**config.mk**
```make
export PLATFORM = sky130hd
export DESIGN_NAME = spi_slave_frame
export DESIGN_NICKNAME = d
export VERILOG_FILES = /design/src/rtl/spi_slave_frame.sv
export SDC_FILE = /design/constraint.sdc
export NUM_CORES = 1
export LEC_CHECK = 0
export CORE_AREA = 10 10 122 124
export CTS_BUF_LIST = sky130_fd_sc_hd__clkbuf_2 sky130_fd_sc_hd__clkbuf_4 sky130_fd_sc_hd__clkbuf_8
export DETAILED_ROUTE_END_ITERATION = 12
export DIE_AREA = 0 0 132 134
export PLACE_DENSITY_LB_ADDON = 0.12
export SLEW_MARGIN = 20
export SYNTH_ARGS = -nofsm -noshare
export SYNTH_HDL_FRONTEND = slang
export SYNTH_SLANG_ARGS = --single-unit
```
**constraint.sdc**
```tcl
create_clock -name clk -period 1.7 [get_ports clk]
set_clock_uncertainty 0.05 [all_clocks]
set_input_delay 0.17 -clock clk [delete_from_list [all_inputs] [get_ports clk]]
set_output_delay 0.17 -clock clk [all_outputs]
set_load 0.05 [all_outputs]
```
**src/rtl/spi_slave_frame.sv**
```systemverilog
// spi_slave_frame: SPI slave frame engine with configurable frame width and SPI mode.
//
// Receives MOSI frames MSB first and presents them on rx_data when a frame
// completes. At the same time it shifts a transmit frame out on MISO, MSB first.
// The transmit frame comes from a single-entry shadow register. If the shadow is
// empty when the frame starts, the previous frame is sent again.
//
// Parameters
//   FRAME_W      bits per frame (>= 8)
//   CPOL         idle level of sclk
//   CPHA         0: sample on leading edge, shift on trailing edge
//                1: shift on leading edge, sample on trailing edge
//   SYNC_STAGES  synchroniser depth on sclk, mosi and cs (>= 2)
//
// Ports
//   clk          system clock (sclk must be at most clk/8)
//   reset        synchronous, active-low
//   sclk, mosi   SPI clock and master data (asynchronous)
//   cs           chip select, active-low (asynchronous)
//   miso         slave data out; 0 when not selected
//   miso_oe      high while a frame is active
//   tx_data      next MISO frame
//   tx_load      pulse: capture tx_data into the shadow
//   tx_req       pulse: the shadow was consumed at frame start
//   tx_underrun  pulse: a frame started with the shadow empty
//   rx_data      last complete MOSI frame
//   rx_valid     pulse: rx_data updated
//   frame_err    pulse: cs rose after 1..FRAME_W-1 sampled bits

module spi_slave_frame #(
  parameter int unsigned FRAME_W     = 32,
  parameter bit          CPOL        = 1'b0,
  parameter bit          CPHA        = 1'b0,
  parameter int unsigned SYNC_STAGES = 2
) (
  input  logic               clk,
  input  logic               reset,
  input  logic               sclk,
  input  logic               mosi,
  input  logic               cs,
  output logic               miso,
  output logic               miso_oe,
  input  logic [FRAME_W-1:0] tx_data,
  input  logic               tx_load,
  output logic               tx_req,
  output logic               tx_underrun,
  output logic [FRAME_W-1:0] rx_data,
  output logic               rx_valid,
  output logic               frame_err
);

  localparam int unsigned CntW = $clog2(FRAME_W + 1);
  localparam logic [CntW-1:0] FullCnt = CntW'(FRAME_W);

  typedef enum logic [1:0] {
    StArm,
    StIdle,
    StActive
  } state_e;

  state_e state_q, state_d;

  // Synchronisers and edge history
  logic [SYNC_STAGES-1:0] sclk_sync_q;
  logic [SYNC_STAGES-1:0] mosi_sync_q;
  logic [SYNC_STAGES-1:0] cs_sync_q;
  logic                   sclk_hist_q;
  logic                   cs_hist_q;

  logic sclk_s, mosi_s, cs_s;
  logic lead_edge, trail_edge, sample_edge, shift_edge;
  logic cs_fall, cs_rise;

  // Datapath state
  logic [FRAME_W-1:0] shadow_q, shadow_d;
  logic               shadow_full_q, shadow_full_d;
  logic [FRAME_W-1:0] last_tx_q, last_tx_d;
  logic [FRAME_W-1:0] shift_tx_q, shift_tx_d;
  logic [FRAME_W-1:0] shift_rx_q, shift_rx_d;
  logic [CntW-1:0]    bit_cnt_q, bit_cnt_d;
  logic               first_shift_q, first_shift_d;
  logic [FRAME_W-1:0] rx_data_q, rx_data_d;
  logic               tx_req_q, tx_req_d;
  logic               tx_underrun_q, tx_underrun_d;
  logic               rx_valid_q, rx_valid_d;
  logic               frame_err_q, frame_err_d;

  logic frame_start, frame_end;

  // cs chain resets to 0 so that ARM only leaves once a real deselect has
  // propagated through the synchroniser.
  always_ff @(posedge clk) begin
    if (!reset) begin
      sclk_sync_q <= {SYNC_STAGES{CPOL}};
      mosi_sync_q <= '0;
      cs_sync_q   <= '0;
      sclk_hist_q <= CPOL;
      cs_hist_q   <= 1'b0;
    end else begin
      sclk_sync_q <= {sclk_sync_q[SYNC_STAGES-2:0], sclk};
      mosi_sync_q <= {mosi_sync_q[SYNC_STAGES-2:0], mosi};
      cs_sync_q   <= {cs_sync_q[SYNC_STAGES-2:0], cs};
      sclk_hist_q <= sclk_s;
      cs_hist_q   <= cs_s;
    end
  end

  assign sclk_s = sclk_sync_q[SYNC_STAGES-1];
  assign mosi_s = mosi_sync_q[SYNC_STAGES-1];
  assign cs_s   = cs_sync_q[SYNC_STAGES-1];

  // Leading edge leaves the idle level, trailing edge returns to it.
  assign lead_edge   = (sclk_hist_q == CPOL) && (sclk_s != CPOL);
  assign trail_edge  = (sclk_hist_q != CPOL) && (sclk_s == CPOL);
  assign sample_edge = CPHA ? trail_edge : lead_edge;
  assign shift_edge  = CPHA ? lead_edge : trail_edge;

  assign cs_fall = cs_hist_q & ~cs_s;
  assign cs_rise = ~cs_hist_q & cs_s;

  // FSM state register
  always_ff @(posedge clk) begin
    if (!reset) begin
      state_q <= StArm;
    end else begin
      state_q <= state_d;
    end
  end

  // FSM next state
  always_comb begin
    state_d = state_q;
    case (state_q)
      StArm: begin
        if (cs_s) begin
          state_d = StIdle;
        end
      end
      StIdle: begin
        if (cs_fall) begin
          state_d = StActive;
        end
      end
      StActive: begin
        if (cs_rise) begin
          state_d = StIdle;
        end
      end
      default: state_d = StArm;
    endcase
  end

  // FSM outputs
  always_comb begin
    frame_start = 1'b0;
    frame_end   = 1'b0;
    miso        = 1'b0;
    miso_oe     = 1'b0;
    case (state_q)
      StIdle: begin
        frame_start = cs_fall;
      end
      StActive: begin
        frame_end = cs_rise;
        miso_oe   = 1'b1;
        // With CPHA=1 the LSB is done once the last bit is sampled; the
        // register would only clear on the next leading edge.
        miso      = shift_tx_q[FRAME_W-1] & ~(CPHA && (bit_cnt_q == FullCnt));
      end
      default: ;
    endcase
  end

  // Datapath next state
  always_comb begin
    shadow_d      = shadow_q;
    shadow_full_d = shadow_full_q;
    last_tx_d     = last_tx_q;
    shift_tx_d    = shift_tx_q;
    shift_rx_d    = shift_rx_q;
    bit_cnt_d     = bit_cnt_q;
    first_shift_d = first_shift_q;
    rx_data_d     = rx_data_q;
    tx_req_d      = 1'b0;
    tx_underrun_d = 1'b0;
    rx_valid_d    = 1'b0;
    frame_err_d   = 1'b0;

    if (frame_start) begin
      if (shadow_full_q) begin
        shift_tx_d = shadow_q;
        last_tx_d  = shadow_q;
        tx_req_d   = 1'b1;
      end else begin
        shift_tx_d    = last_tx_q;
        tx_underrun_d = 1'b1;
      end
      shadow_full_d = 1'b0;
      bit_cnt_d     = '0;
      first_shift_d = 1'b1;
    end else if (frame_end) begin
      if (bit_cnt_q == FullCnt) begin
        rx_data_d  = shift_rx_q;
        rx_valid_d = 1'b1;
      end else if (bit_cnt_q != '0) begin
        frame_err_d = 1'b1;
      end
    end else if (state_q == StActive) begin
      // Bits beyond FRAME_W are dropped and the counter saturates.
      if (sample_edge && (bit_cnt_q < FullCnt)) begin
        shift_rx_d = {shift_rx_q[FRAME_W-2:0], mosi_s};
        bit_cnt_d  = bit_cnt_q + CntW'(1);
      end
      if (shift_edge) begin
        // CPHA=1: the first leading edge only presents the MSB.
        if (CPHA && first_shift_q) begin
          first_shift_d = 1'b0;
        end else begin
          shift_tx_d = {shift_tx_q[FRAME_W-2:0], 1'b0};
        end
      end
    end

    // Applied after frame start so a coincident load refills the shadow.
    if (tx_load) begin
      shadow_d      = tx_data;
      shadow_full_d = 1'b1;
    end
  end

  // Datapath registers
  always_ff @(posedge clk) begin
    if (!reset) begin
      shadow_q      <= '0;
      shadow_full_q <= 1'b0;
      last_tx_q     <= '0;
      shift_tx_q    <= '0;
      shift_rx_q    <= '0;
      bit_cnt_q     <= '0;
      first_shift_q <= 1'b0;
      rx_data_q     <= '0;
      tx_req_q      <= 1'b0;
      tx_underrun_q <= 1'b0;
      rx_valid_q    <= 1'b0;
      frame_err_q   <= 1'b0;
    end else begin
      shadow_q      <= shadow_d;
      shadow_full_q <= shadow_full_d;
      last_tx_q     <= last_tx_d;
      shift_tx_q    <= shift_tx_d;
      shift_rx_q    <= shift_rx_d;
      bit_cnt_q     <= bit_cnt_d;
      first_shift_q <= first_shift_d;
      rx_data_q     <= rx_data_d;
      tx_req_q      <= tx_req_d;
      tx_underrun_q <= tx_underrun_d;
      rx_valid_q    <= rx_valid_d;
      frame_err_q   <= frame_err_d;
    end
  end

  assign tx_req      = tx_req_q;
  assign tx_underrun = tx_underrun_q;
  assign rx_data     = rx_data_q;
  assign rx_valid    = rx_valid_q;
  assign frame_err   = frame_err_q;

endmodule

```
# Word level (Yosys, flattened, before mapping)
# Index checks and enable logic that the tools add are counted.
# word_totals
ff_bits	181
latchBits	0
ram_bits	0
mem_bits_ro	0
input_bits	38
out_inout_bits	38
wordCells	71
n_memories	0
# classes
addsub	1
mul	0
n_div	0
magnitude_cmp	1
n_eq_ne	7
shift	0
n_mux	19
n_bitwise	9
reduce_logical	17
# ops
operator	count
32-bit two-way mux	5
3-bit AND reduction	4
1-bit two-way mux	10
2-bit inequality test (second input constant)	4
1-bit inverter	7
6-bit by 1-bit adder with 6-bit output (second input constant)	1
6-bit == test (second input constant)	1
6-bit < comparator (second input constant)	1
2-bit two-way mux	3
2-bit case mux with 3 select lines	1
2-bit nonzero test	3
6-bit nonzero test	1
4-bit AND reduction	1
4-bit OR reduction	1
1-bit logical AND	3
3-bit OR reduction	1
1-bit AND	2
2-bit by 1-bit == test with 1-bit output (second input constant)	1
2-bit == test (second input constant)	1
2-bit zero test	1
2-bit AND reduction	1
2-bit OR reduction	1

# Longest topological paths before layout
# Gate-level depths: netlist of run 1.
# logic_depth
ltp_word	6
depth_mapped	7
mapped_depth_nobuf	6

# Least setup slack after synthesis of run 1
# No wires, ideal clock.
# synth_path
kind	register to register
from	reg bit_cnt_q[0]
to	reg rx_data_q[13] (netlist: rx_data[13])
t_arrival_ns	1.328
slack_ns	0.204
path_stages_with_launch	8
period_less_slack_ns	1.496
path_cell_list	dfxtp_1 inv_1 ha_1 nor4b_4 nand4_4 buf_4 nand3_1 o21ai_1
# synth_via
elab_chain_len	2
# synth_lines
element	line	text
from (decl)	80	logic [CntW-1:0] bit_cnt_q, bit_cnt_d;
from (signal assigned)	252	bit_cnt_q <= bit_cnt_d;
6-bit == test	202	if (bit_cnt_q == FullCnt) begin
3-bit AND reduction (no line)	n/a	
to (signal assigned)	254	rx_data_q <= rx_data_d;
to (decl)	82	logic [FRAME_W-1:0] rx_data_q, rx_data_d;
# No other way between the ends.
# A chain may end at the register's enable or synchronous reset.

# Final worst setup path of run 1
# layout_path
from	reg state_q[1]
to	out miso
# layout_via
elab_chain_len	2
# layout_lines
element	line	text
from (decl)	61	state_e state_q, state_d;
from (signal assigned)	124	state_q <= StArm;
from (signal assigned)	126	state_q <= state_d;
2-bit == test	159	case (state_q)
1-bit two-way mux	159	
to (decl)	41	output logic miso,
# No other way between the ends.

==> summary.txt, run 1 <==
RUN STATUS
---------------------------------------------------------------------------------
Result of the run                                                    finished clean

GLOBAL ROUTING
---------------------------------------------------------------------------------
Grt met1 use                                                               18.58%
Most congested layer reported by global routing                              met2
Largest net degree at the start of global routing                              81
Total GRT Usage                                                            15.48%
Via count of the first global-routing pass                                  4,990
Met3 track demand over resource in global routing                          4.220%
Met2 GRT Util                                                              25.35%
Number of antenna violations at the first check in global routing               0
Global-route wire length before repair                                  23,000 um
Gr ovfl total                                                                   0

TIMING
---------------------------------------------------------------------------------
Hold Vio Cnt, Final                                                             0
Fmax                                                                   0.6158 GHz
Post-route setup TNS                                                         0 ns
Number of max-slew violations in the final report                               0
Final critical path time including I/O delays and setup                  1.624 ns
Final setup violation count                                                     0
Unrepaired setup endpoints after global routing                             false
Slew HR                                                                    71.55%
Final critical-path share of the clock period                              95.53%
Transition time of the tightest slew-check pin                          0.4268 ns

CRITICAL PATH
---------------------------------------------------------------------------------
Worst Path Max Fanout                                                           4
Setup crit end                                                               miso
CP required                                                               1.48 ns
Setup slack of the most critical reg-to-reg path                          0.15 ns
FF-to-FF End                                                         shift_tx_q[23]
Launching element type of the critical path                              register
Critical Path AT                                                          1.40 ns
Number of cells on the worst reg-to-reg path                                    5
Critical path endpoint category                                       output port
Setup crit start                                                       state_q[1]
Critical path start-end classification                                    reg2out
Source of the worst register-to-register timing path                 cs_sync_q[1]

FLOORPLANNING
---------------------------------------------------------------------------------
Initial core utilization                                                   57.32%
Io pins                                                                        76
Horizontal extent of the die                                               132 um
Die outline height                                                         134 um
Core Footprint                                                       12,470 sq um
Cell row count                                                                 41
Full die area                                                        17,690 sq um

FINISH
---------------------------------------------------------------------------------
Final core area utilization                                                66.94%
Layout-stage area growth over the synthesis result                         16.77%
Area of the multi-input gates                                          3173 sq um
Fraction of final layout cells with drive strength greater than 1          12.35%
Filler instances                                                            1,010
FF+latch area                                                          3625 sq um
Final nets                                                                    845
Ant diodes                                                                      0

YOSYS
---------------------------------------------------------------------------------
Leading area contributor after synthesis                             sky130_fd_sc_hd__dfxtp_1
Cell with the most instances after synthesis                         sky130_fd_sc_hd__dfxtp_1
Mapped Avg Cell Area                                                  9.553 sq um
Cell types occupying the most area after synthesis                   sky130_fd_sc_hd__dfxtp_1 (51%), sky130_fd_sc_hd__mux2i_1 (13%), sky130_fd_sc_hd__nand2_1 (8.7%), sky130_fd_sc_hd__a21boi_1 (6.2%), sky130_fd_sc_hd__nor2b_1 (3.2%)
Portion of synthesized cell area occupied by the leading cell type         50.71%
Net count of the mapped netlist                                               788
Number of enable-type register cells in the synthesized netlist                 0
Number of distinct library cells after synthesis                               35
Synth top cells by count                                             sky130_fd_sc_hd__dfxtp_1 (181), sky130_fd_sc_hd__nand2_1 (166), sky130_fd_sc_hd__mux2i_1 (95)
#FFs+latches synth                                                            181
Synth Cell Area                                                        7146 sq um
Syn Inst Count                                                                748
Commonest register cell after synthesis                              sky130_fd_sc_hd__dfxtp_1
Yosys warns                                                                     0
Share of synthesized flip-flops with an asynchronous set or reset              0%
Sequential share of the synthesized area                                   50.71%

DRT
---------------------------------------------------------------------------------
Sum of routed wire length over all layers                               13,480 um
Antenna violation net count after detailed routing                              0
Starting DRC count in detailed routing                                        328
DRC violations left                                                             0
Number of iterations in the first detailed-routing pass                         4
Average wire per standard cell                                           13.62 um
Count of vias placed by the detailed router                                 5,102
Via/cell ratio                                                              5.154

CLOCK NETWORK
---------------------------------------------------------------------------------
Cell at the root of the clock tree                                   sky130_fd_sc_hd__clkbuf_8
Total number of clock tree sinks                                              181
Buffer levels on the longest clock path                                         2
Insertion delay to the later sink of the worst-skew pair                  0.44 ns
Clock buffers created by TritonCTS                                             17
Clock tree from TritonCTS                                                    done
CTS Hold Buffers Added                                                          0
H-tree level count                                                              4
Clock Pin Slew Worst Setup and Hold Paths                                 0.08 ns

POWER AND IR DROP
---------------------------------------------------------------------------------
Worst VDD drop                                                          0.5292 mV
Power per Cell Area                                                  877.2 nW/um^2
Leakage power                                                         0.003256 uW

PLACEMENT
---------------------------------------------------------------------------------
Final GP Congestion                                                        0.7550
Total of buffers placed on input and output ports                              75
Placed wire-length estimate after detailed placement                      8967 um

WORST HOLD PATH
---------------------------------------------------------------------------------
Type of the worst min-delay path                                           in2reg
Worst Hold Depth                                                                2

JOB
---------------------------------------------------------------------------------
Number of violations of the max-capacitance limit                               0

-- cells in the final DEF (no fill, tap or decap), types with 13 or more instances in the layout --
master,n
sky130_fd_sc_hd__dfxtp_1,180
sky130_fd_sc_hd__nand2_1,166
sky130_fd_sc_hd__mux2i_1,95
sky130_fd_sc_hd__a21boi_1,59
sky130_fd_sc_hd__buf_4,47
sky130_fd_sc_hd__nor2b_1,36
sky130_fd_sc_hd__clkdlybuf4s50_1,35
sky130_fd_sc_hd__nand3_1,33
sky130_fd_sc_hd__o22ai_1,32
sky130_fd_sc_hd__o21ai_1,32
sky130_fd_sc_hd__clkbuf_8,20
sky130_fd_sc_hd__buf_12,13
-- registers in the layout (all words and copies together), names as in the netlist, 6 cells and up --
| signal | flops |
|---|---|
| bit_cnt_q | 6 |
| shift_rx_q | 32 |
| last_tx_q | 32 |
| shift_tx_q | 32 |
| rx_data | 32 |
| shadow_q | 32 |
-- worst min-delay path by stage --
stage / startpoint / end / slack, ns
4_1_cts: reset / shadow_full_q / 0.12
2_1_floorplan: cs / cs_sync_q[0] / 0.25
6_report: reset / shadow_full_q / 0.15
3_5_place_dp: sclk_sync_q[0] / sclk_sync_q[1] / 0.37
3_3_place_gp: sclk_sync_q[0] / sclk_sync_q[1] / 0.38
5_1_grt: reset / last_tx_q[20] / 0.14
-- critical path, stage by stage, from the launching register on --
cell and delay [ns]:
sky130_fd_sc_hd__dfxtp_1 0.37, sky130_fd_sc_hd__nor2b_2 0.18, sky130_fd_sc_hd__buf_4 0.13, sky130_fd_sc_hd__and2_4 0.15, sky130_fd_sc_hd__buf_12 0.13
-- report_power, final --
group          switching, uW  internal [uW]  leakage (uW)
Combinational            175            223       0.00160
Clock                   1420           1160      0.000185
Sequential              49.2           4290       0.00147
Total                   1640           5680       0.00326
-- final cells by class --
type	instances	share of cell area, %
clock buffers	23	3.569
clock inverters	9	0.6448
inverters	3	0.1350
multi-input cells	506	38.03
flip-flops and latches	181	43.44
well taps	172	2.579
repair buffers	96	11.61
-- what timing repair did --
action	CTS	global route
resized for setup	2	0
buffers inserted	0	2
endpoints found under the setup margin	1	1
-- kinds of logic (layout without fill, tap and decap cells) --
group	after synthesis	in the layout	synth area share [%]
and+or+nand+nor	270	270	17.91
DFF	181	181	50.71
buffers and inverters	61	131	4.955
xor gates and xnor gates	3	3	0.3678
adders and majority gates	2	2	0.3501
muxes	95	95	13.31
AOI/OAI and AO/OA	136	136	12.40
-- stage by stage --
step | setup slack, ns | instances | power (uW) | hold WS [ns] | instance area (sq um)
6_report | 0.07599 | 990 | 7320 | 0.1465 | 8344
5_1_grt | 0.002668 | 990 | 7612 | 0.1357 | 8344
4_1_cts | 0.01696 | 988 | 7392 | 0.1199 | 8329
2_1_floorplan | 0.2041 | 748 | 4677 | 0.2473 | 7146
3_3_place_gp | 0.2115 | 956 | 4831 | 0.3777 | 7973
3_5_place_dp | 0.1184 | 956 | 4844 | 0.3737 | 7973
-- routing by layer --
layer / wire, um / part of all wire (%)
met4: 329 / 2.4
met1: 6483 / 48
met2: 6207 / 46
met3: 464 / 3.4
met5: 0 / 0
No activity file was read; power rests on OpenSTA's default activity.
==> run 2: changes to the inputs <==
--- a/config.mk
+++ b/config.mk
@@ -5,11 +5,14 @@
 export SDC_FILE = /design/constraint.sdc
 export NUM_CORES = 1
 export LEC_CHECK = 0
-export CORE_AREA = 10 10 122 124
+export CELL_PAD_IN_SITES_DETAIL_PLACEMENT = 1
+export CELL_PAD_IN_SITES_GLOBAL_PLACEMENT = 2
+export CORE_AREA = 10 10 150 152
 export CTS_BUF_LIST = sky130_fd_sc_hd__clkbuf_2 sky130_fd_sc_hd__clkbuf_4 sky130_fd_sc_hd__clkbuf_8
 export DETAILED_ROUTE_END_ITERATION = 12
-export DIE_AREA = 0 0 132 134
-export PLACE_DENSITY_LB_ADDON = 0.12
+export DIE_AREA = 0 0 160 162
+export GPL_TIMING_DRIVEN = 0
+export PLACE_DENSITY_LB_ADDON = 0.1
 export SLEW_MARGIN = 20
 export SYNTH_ARGS = -nofsm -noshare
 export SYNTH_HDL_FRONTEND = slang
==> run 2 against run 1 <==
Wire length is 34% higher. Hold slack improved by 0.028 ns. Largest power group unchanged. Register-to-register slack got worse by 0.11 ns. Critical path type is now reg2reg. Flip-flop and latch count unchanged. First-iteration DRC count shrank 70%. Setup slack worse by 0.040 ns. Combinational power increased by 5.0%. Largest cell class unchanged. Total power grew 6.0%. Non-clock buffer count grew 42. Count of clock-buffer cells in the layout decreased by 4. Sequential power is essentially flat.
==> summary.txt, run 2 (same netlist as run 1, synthesis figures left out) <==
RUN STATUS
--------------------------------------------------------------------------------------
Result of the run                                                         finished clean

DRT
--------------------------------------------------------------------------------------
DRC violations left                                                                  0
Sum of routed wire length over all layers                                    18,100 um
Average wire per standard cell                                                16.09 um
Number of iterations in the first detailed-routing pass                              4
Starting DRC count in detailed routing                                              97
Count of vias placed by the detailed router                                      5,463
Via/cell ratio                                                                   4.856
Antenna violation net count after detailed routing                                   0

CRITICAL PATH
--------------------------------------------------------------------------------------
CP required                                                                    2.01 ns
Critical path's largest stage delay                                            0.37 ns
Critical path, cell by cell                                               inv_2 -> ha_4 -> nor4b_4 -> nand4_4 -> buf_12 -> buf_6 -> nand3_1 -> o21ai_1
Critical Path AT                                                               1.98 ns
Launching element type of the critical path                                   register
FF-to-FF End                                                               rx_data[27]
Setup crit start                                                          bit_cnt_q[0]
Setup crit end                                                             rx_data[27]
Critical path start-end classification                                         reg2reg
Setup slack of the most critical reg-to-reg path                               0.04 ns
Library cell contributing the largest single delay on the critical path   sky130_fd_sc_hd__dfxtp_4
Worst Path Max Fanout                                                               10
Number of cells on the worst reg-to-reg path                                         8
Critical path endpoint category                                               register
Source of the worst register-to-register timing path                      bit_cnt_q[0]

CLOCK NETWORK
--------------------------------------------------------------------------------------
Total number of clock tree sinks                                                   181
Clock tree from TritonCTS                                                         done
Buffer levels on the longest clock path                                              2
CTS Hold Buffers Added                                                               0
Cell at the root of the clock tree                                        sky130_fd_sc_hd__clkbuf_8
Clock buffers created by TritonCTS                                                  17
H-tree level count                                                                   4
Insertion delay to the later sink of the worst-skew pair                       0.47 ns
Clock Pin Slew Worst Setup and Hold Paths                                      0.10 ns

TIMING
--------------------------------------------------------------------------------------
Post-route setup TNS                                                              0 ns
Hold Worst Slack                                                             0.1742 ns
Fmax                                                                        0.6009 GHz
Final critical path time including I/O delays and setup                       1.664 ns
Unrepaired setup endpoints after global routing                                   true
Hold Vio Cnt, Final                                                                  0
Number of max-slew violations in the final report                                    0
Final critical-path share of the clock period                                   97.89%
Final setup violation count                                                          0
Transition time of the tightest slew-check pin                               0.7240 ns
Slew HR                                                                         51.73%

FLOORPLANNING
--------------------------------------------------------------------------------------
Io pins                                                                             76
Cell row count                                                                      51
Core Footprint                                                            19,400 sq um
Full die area                                                             25,920 sq um
Horizontal extent of the die                                                    160 um
Die outline height                                                              162 um
Initial core utilization                                                        36.84%

PLACEMENT
--------------------------------------------------------------------------------------
Placed wire-length estimate after detailed placement                         13,190 um
Total of buffers placed on input and output ports                                   74
Final GP Congestion                                                             0.7548

FINISH
--------------------------------------------------------------------------------------
Final nets                                                                         887
Commonest cells after routing, fill and taps aside                        sky130_fd_sc_hd__dfxtp_1 (178), sky130_fd_sc_hd__nand2_1 (166), sky130_fd_sc_hd__mux2i_1 (95)
FF+latch area                                                               3632 sq um
Fraction of final layout cells with drive strength greater than 1               11.98%
Area of the multi-input gates                                               3231 sq um
Ant diodes                                                                           0
Filler instances                                                                 2,257
Layout-stage area growth over the synthesis result                              22.66%
Most frequent standard cell in the layout excluding fill and tap cells    sky130_fd_sc_hd__dfxtp_1

GLOBAL ROUTING
--------------------------------------------------------------------------------------
Global-route wire length before repair                                       29,490 um
Number of antenna violations at the first check in global routing                    0
Gr ovfl total                                                                        0
Via count of the first global-routing pass                                       5,773
Total GRT Usage                                                                 13.93%
Largest net degree at the start of global routing                                   17

POWER AND IR DROP
--------------------------------------------------------------------------------------
Leakage power                                                              0.003482 uW
Power per Cell Area                                                       884.9 nW/um^2
Worst VDD drop                                                               0.4991 mV

JOB
--------------------------------------------------------------------------------------
Number of violations of the max-capacitance limit                                    0

WORST HOLD PATH
--------------------------------------------------------------------------------------
Type of the worst min-delay path                                                in2reg

run 2: changes by cell type in the layout (fill, tap and decap cells not counted), moves of 7 or more:
cell and change:
sky130_fd_sc_hd__buf_4 -40, sky130_fd_sc_hd__dlygate4sd2_1 +36, sky130_fd_sc_hd__buf_2 +16, sky130_fd_sc_hd__clkbuf_1 +13
sky130_fd_sc_hd__buf_12 -12, sky130_fd_sc_hd__buf_6 +12, sky130_fd_sc_hd__nand3_1 -8, sky130_fd_sc_hd__nand3_2 +8
sky130_fd_sc_hd__clkbuf_2 +7
run 2: timing repair:
action / CTS / global route
gates resized for setup: 55 / 30
setup buffers: 2 / 2
gates cloned: 0 / 2
pin swaps: 1 / 4
setup endpoints to repair: 100 / 98
run 2: layout make-up:
type / instances / share of cell area [%]
clock buffer: 19 / 2.912
buffer: 58 / 4.226
multi-input combinational: 506 / 36.86
tap: 265 / 3.783
sequential: 181 / 41.44
clock inverter: 13 / 1.670
inverter: 3 / 0.1570
timing repair buffer: 80 / 8.951
run 2: worst min-delay path by stage:
stage,from,to,slack (ns),cells after the start
2_1_floorplan,cs,cs_sync_q[0],0.25,1
3_3_place_gp,sclk_sync_q[0],sclk_sync_q[1],0.37,1
3_5_place_dp,cs_sync_q[0],cs_sync_q[1],0.38,1
4_1_cts,tx_load,shadow_q[1],0.16,3
5_1_grt,tx_load,shadow_q[0],0.18,3
6_report,tx_load,shadow_q[31],0.17,3
run 2: per-stage QoR:
| stage | utilization, % | std cells | cell area [sq um] | power (uW) | setup slack [ns] |
|---|---|---|---|---|---|
| after floorplan | - | 748 | 7146 | 4677 | 0.2041 |
| after global placement | 42.36 | 1087 | 8218 | 4851 | -0.3771 |
| after detailed placement | 42.36 | 1087 | 8218 | 4864 | -0.3585 |
| after CTS | 44.37 | 1121 | 8607 | 7867 | 0.009076 |
| after global routing | 45.18 | 1125 | 8765 | 8086 | -0.03870 |
| final | 45.18 | 1125 | 8765 | 7756 | 0.03593 |
run 2: power breakdown:
| group | leakage, uW | switching [uW] | internal [uW] | total (uW) |
|---|---|---|---|---|
| Combinational | 0.00181 | 205 | 213 | 418 |
| Sequential | 0.00147 | 45.5 | 4290 | 4340 |
| Clock | 0.000201 | 1620 | 1380 | 3000 |
run 2: per-layer routing:
layer	vias to the layer above	GRT usage, %	wire, um
met2	82	25.34	9321
met3	17	3.488	582
met1	2623	15.63	7961
li1	2741	-	-
met5	-	0	0
met4	0	4.299	236
run 2: critical path, delay by kind of cell, from the launching register on:
kind | cells | cell delay [ns]
AND/OR/NAND/NOR | 3 | 0.54
buffers and inverters | 3 | 0.41
flip-flops | 1 | 0.37
adder cells (fa/ha/maj) | 1 | 0.12
AO/OA/AOI/OAI | 1 | 0.08
==> run 3: changes to the inputs <==
--- a/config.mk
+++ b/config.mk
@@ -13,6 +13,7 @@
 export DIE_AREA = 0 0 160 162
 export GPL_TIMING_DRIVEN = 0
 export PLACE_DENSITY_LB_ADDON = 0.1
+export SKIP_LAST_GASP = 1
 export SLEW_MARGIN = 20
 export SYNTH_ARGS = -nofsm -noshare
 export SYNTH_HDL_FRONTEND = slang
==> run 3 against run 2 <==
Cell count up 0.18%. Count of clock-buffer cells in the layout did not move. Sequential power is essentially flat. Cell area about the same. Fmax down 0.14%. Global-route usage did not move. Non-clock buffer count grew 2. Clock power about the same.
==> summary.txt, run 3 (same netlist as run 1, synthesis figures left out) <==
FLOORPLANNING
--------------------------------------------------------------------------------------
Full die area                                                             25,920 sq um
Io pins                                                                             76
Horizontal extent of the die                                                    160 um
Die outline height                                                              162 um
Core Footprint                                                            19,400 sq um
Cell row count                                                                      51
Initial core utilization                                                        36.84%

PLACEMENT
--------------------------------------------------------------------------------------
Placed wire-length estimate after detailed placement                         13,190 um
Final GP Congestion                                                             0.7548
Post-Place Cell Area                                                        8218 sq um
Total of buffers placed on input and output ports                                   74
Placed instance count                                                            1,087

CLOCK NETWORK
--------------------------------------------------------------------------------------
Buffer levels on the longest clock path                                              2
Clock buffers created by TritonCTS                                                  17
Total number of clock tree sinks                                                   181
Cell at the root of the clock tree                                        sky130_fd_sc_hd__clkbuf_8
Clock Pin Slew Worst Setup and Hold Paths                                      0.10 ns
Clock tree from TritonCTS                                                         done
H-tree level count                                                                   4
Insertion delay to the later sink of the worst-skew pair                       0.46 ns

POWER AND IR DROP
--------------------------------------------------------------------------------------
Leakage power                                                              0.003491 uW
Worst VDD drop                                                               0.4983 mV
Power per Cell Area                                                       884.5 nW/um^2

JOB
--------------------------------------------------------------------------------------
Number of violations of the max-capacitance limit                                    0

GLOBAL ROUTING
--------------------------------------------------------------------------------------
Number of antenna violations at the first check in global routing                    0
Gr ovfl total                                                                        0
Grt met1 use                                                                    15.63%
Total GRT Usage                                                                 13.93%
Global-route wire length before repair                                       29,490 um
Met3 track demand over resource in global routing                               3.488%
Most congested layer reported by global routing                                   met2
Via count of the first global-routing pass                                       5,773
Met2 GRT Util                                                                   25.34%
Largest net degree at the start of global routing                                   17

CRITICAL PATH
--------------------------------------------------------------------------------------
Launching element type of the critical path                                   register
Worst Path Max Fanout                                                               10
Setup slack of the most critical reg-to-reg path                               0.03 ns
Number of cells on the worst reg-to-reg path                                         8
Critical path's largest stage delay                                            0.37 ns
Critical Path AT                                                               1.98 ns
CP required                                                                    2.01 ns
Library cell contributing the largest single delay on the critical path   sky130_fd_sc_hd__dfxtp_4
Critical path endpoint category                                               register
FF-to-FF End                                                               rx_data[27]
Critical path start-end classification                                         reg2reg
Source of the worst register-to-register timing path                      bit_cnt_q[0]
Critical path, cell by cell                                               inv_2 -> ha_4 -> nor4b_4 -> nand4_4 -> buf_12 -> buf_6 -> nand3_1 -> o21ai_1

TIMING
--------------------------------------------------------------------------------------
Final setup violation count                                                          0
Final critical path time including I/O delays and setup                       1.666 ns
Hold Vio Cnt, Final                                                                  0
Slew HR                                                                         55.80%
Transition time of the tightest slew-check pin                               0.6630 ns
Unrepaired setup endpoints after global routing                                   true
Fmax                                                                        0.6001 GHz
Number of max-slew violations in the final report                                    0
Final critical-path share of the clock period                                   98.03%

WORST HOLD PATH
--------------------------------------------------------------------------------------
Start point of the worst min-delay path                                        tx_load
Destination of the worst hold path                                        shadow_q[31]
Type of the worst min-delay path                                                in2reg
Worst Hold Depth                                                                     3

FINISH
--------------------------------------------------------------------------------------
Ant diodes                                                                           0
Final non-filler cell area                                                  8762 sq um
Layout-stage area growth over the synthesis result                              22.62%
Most frequent standard cell in the layout excluding fill and tap cells    sky130_fd_sc_hd__dfxtp_1
Fraction of final layout cells with drive strength greater than 1               11.72%
Commonest cells after routing, fill and taps aside                        sky130_fd_sc_hd__dfxtp_1 (179), sky130_fd_sc_hd__nand2_1 (166), sky130_fd_sc_hd__mux2i_1 (95)
Final standard cell count with taps included and fillers excluded                1,127
Final nets                                                                         889

DRT
--------------------------------------------------------------------------------------
Starting DRC count in detailed routing                                              96
Via/cell ratio                                                                   4.845
Antenna violation net count after detailed routing                                   0
Count of vias placed by the detailed router                                      5,460
Number of iterations in the first detailed-routing pass                              4
DRC violations left                                                                  0
Average wire per standard cell                                                16.00 um
Sum of routed wire length over all layers                                    18,040 um

RUN STATUS
--------------------------------------------------------------------------------------
Result of the run                                                         finished clean

[run 3: cell types whose count changed in the layout (fill, tap and decap cells not counted)]
cell / previous run / this run
sky130_fd_sc_hd__nand3_1: 25 / 27
sky130_fd_sc_hd__buf_6: 12 / 11
sky130_fd_sc_hd__nor2b_2: 1 / 0
sky130_fd_sc_hd__dfxtp_1: 178 / 179
sky130_fd_sc_hd__dfxtp_2: 1 / 0
sky130_fd_sc_hd__nor2b_1: 36 / 37
sky130_fd_sc_hd__buf_4: 7 / 10
sky130_fd_sc_hd__nand3_2: 8 / 6
[run 3: how the worst max path moves through the flow]
stage	cells after the start	end	slack [ns]	from
2_1_floorplan	7	rx_data[13]	0.20	bit_cnt_q[0]
3_3_place_gp	4	shift_rx_q[30]	-0.38	reset
3_5_place_dp	4	last_tx_q[23]	-0.36	reset
4_1_cts	4	miso	-0.1	state_q[1]
5_1_grt	8	rx_data[14]	-0.05	bit_cnt_q[0]
6_report	8	rx_data[27]	0.03	bit_cnt_q[0]
[run 3: through the flow]
step	hold WS, ns	total power, uW	util (%)	setup TNS, ns	setup WS (ns)
after global routing	0.1849	8086	45.17	-0.8141	-0.04504
final	0.1763	7750	45.17	0	0.03352
after global placement	0.3708	4851	42.36	-32.72	-0.3771
after detailed placement	0.3761	4864	42.36	-33.91	-0.3585
after floorplan	0.2473	4677	-	0	0.2041
after CTS	0.1614	7867	44.33	-0.09868	-0.09868
[run 3: cell type report]
type	instances	area [sq um]
plain buffers	58	366.6
clock buffers	19	255.2
clock inverters	13	146.4
fillers	2255	10640
inverters	3	13.76
multi-input cells	506	3218
flip-flops and latches	181	3631
well taps	265	331.6
repair buffers	82	799.5
[run 3: critical path: cells and delay by family, from the launching register on]
| family | cells | cell delay [ns] |
|---|---|---|
| AND/OR/NAND/NOR | 3 | 0.55 |
| buffers and inverters | 3 | 0.41 |
| flip-flops | 1 | 0.37 |
| adder cells (fa/ha/maj) | 1 | 0.12 |
| AO/OA/AOI/OAI | 1 | 0.08 |
[run 3: report_power, final]
group / total [uW] / internal (uW) / switching (uW)
registers: 4340 / 4290 / 45.7
logic: 418 / 213 / 204
clock network: 2990 / 1380 / 1610
[run 3: timing repair]
item,CTS,global route
setup endpoints to repair,100,98
pin swaps,1,4
gates resized for setup,52,29
buffers inserted,2,4
cloned,0,2
hold buffers,0,0
[run 3: layer usage]
metal,part of all wire (%),wire length [um]
met5,0,0
met4,1.3,242
met3,3.3,592
met2,51,9219
met1,44,7982
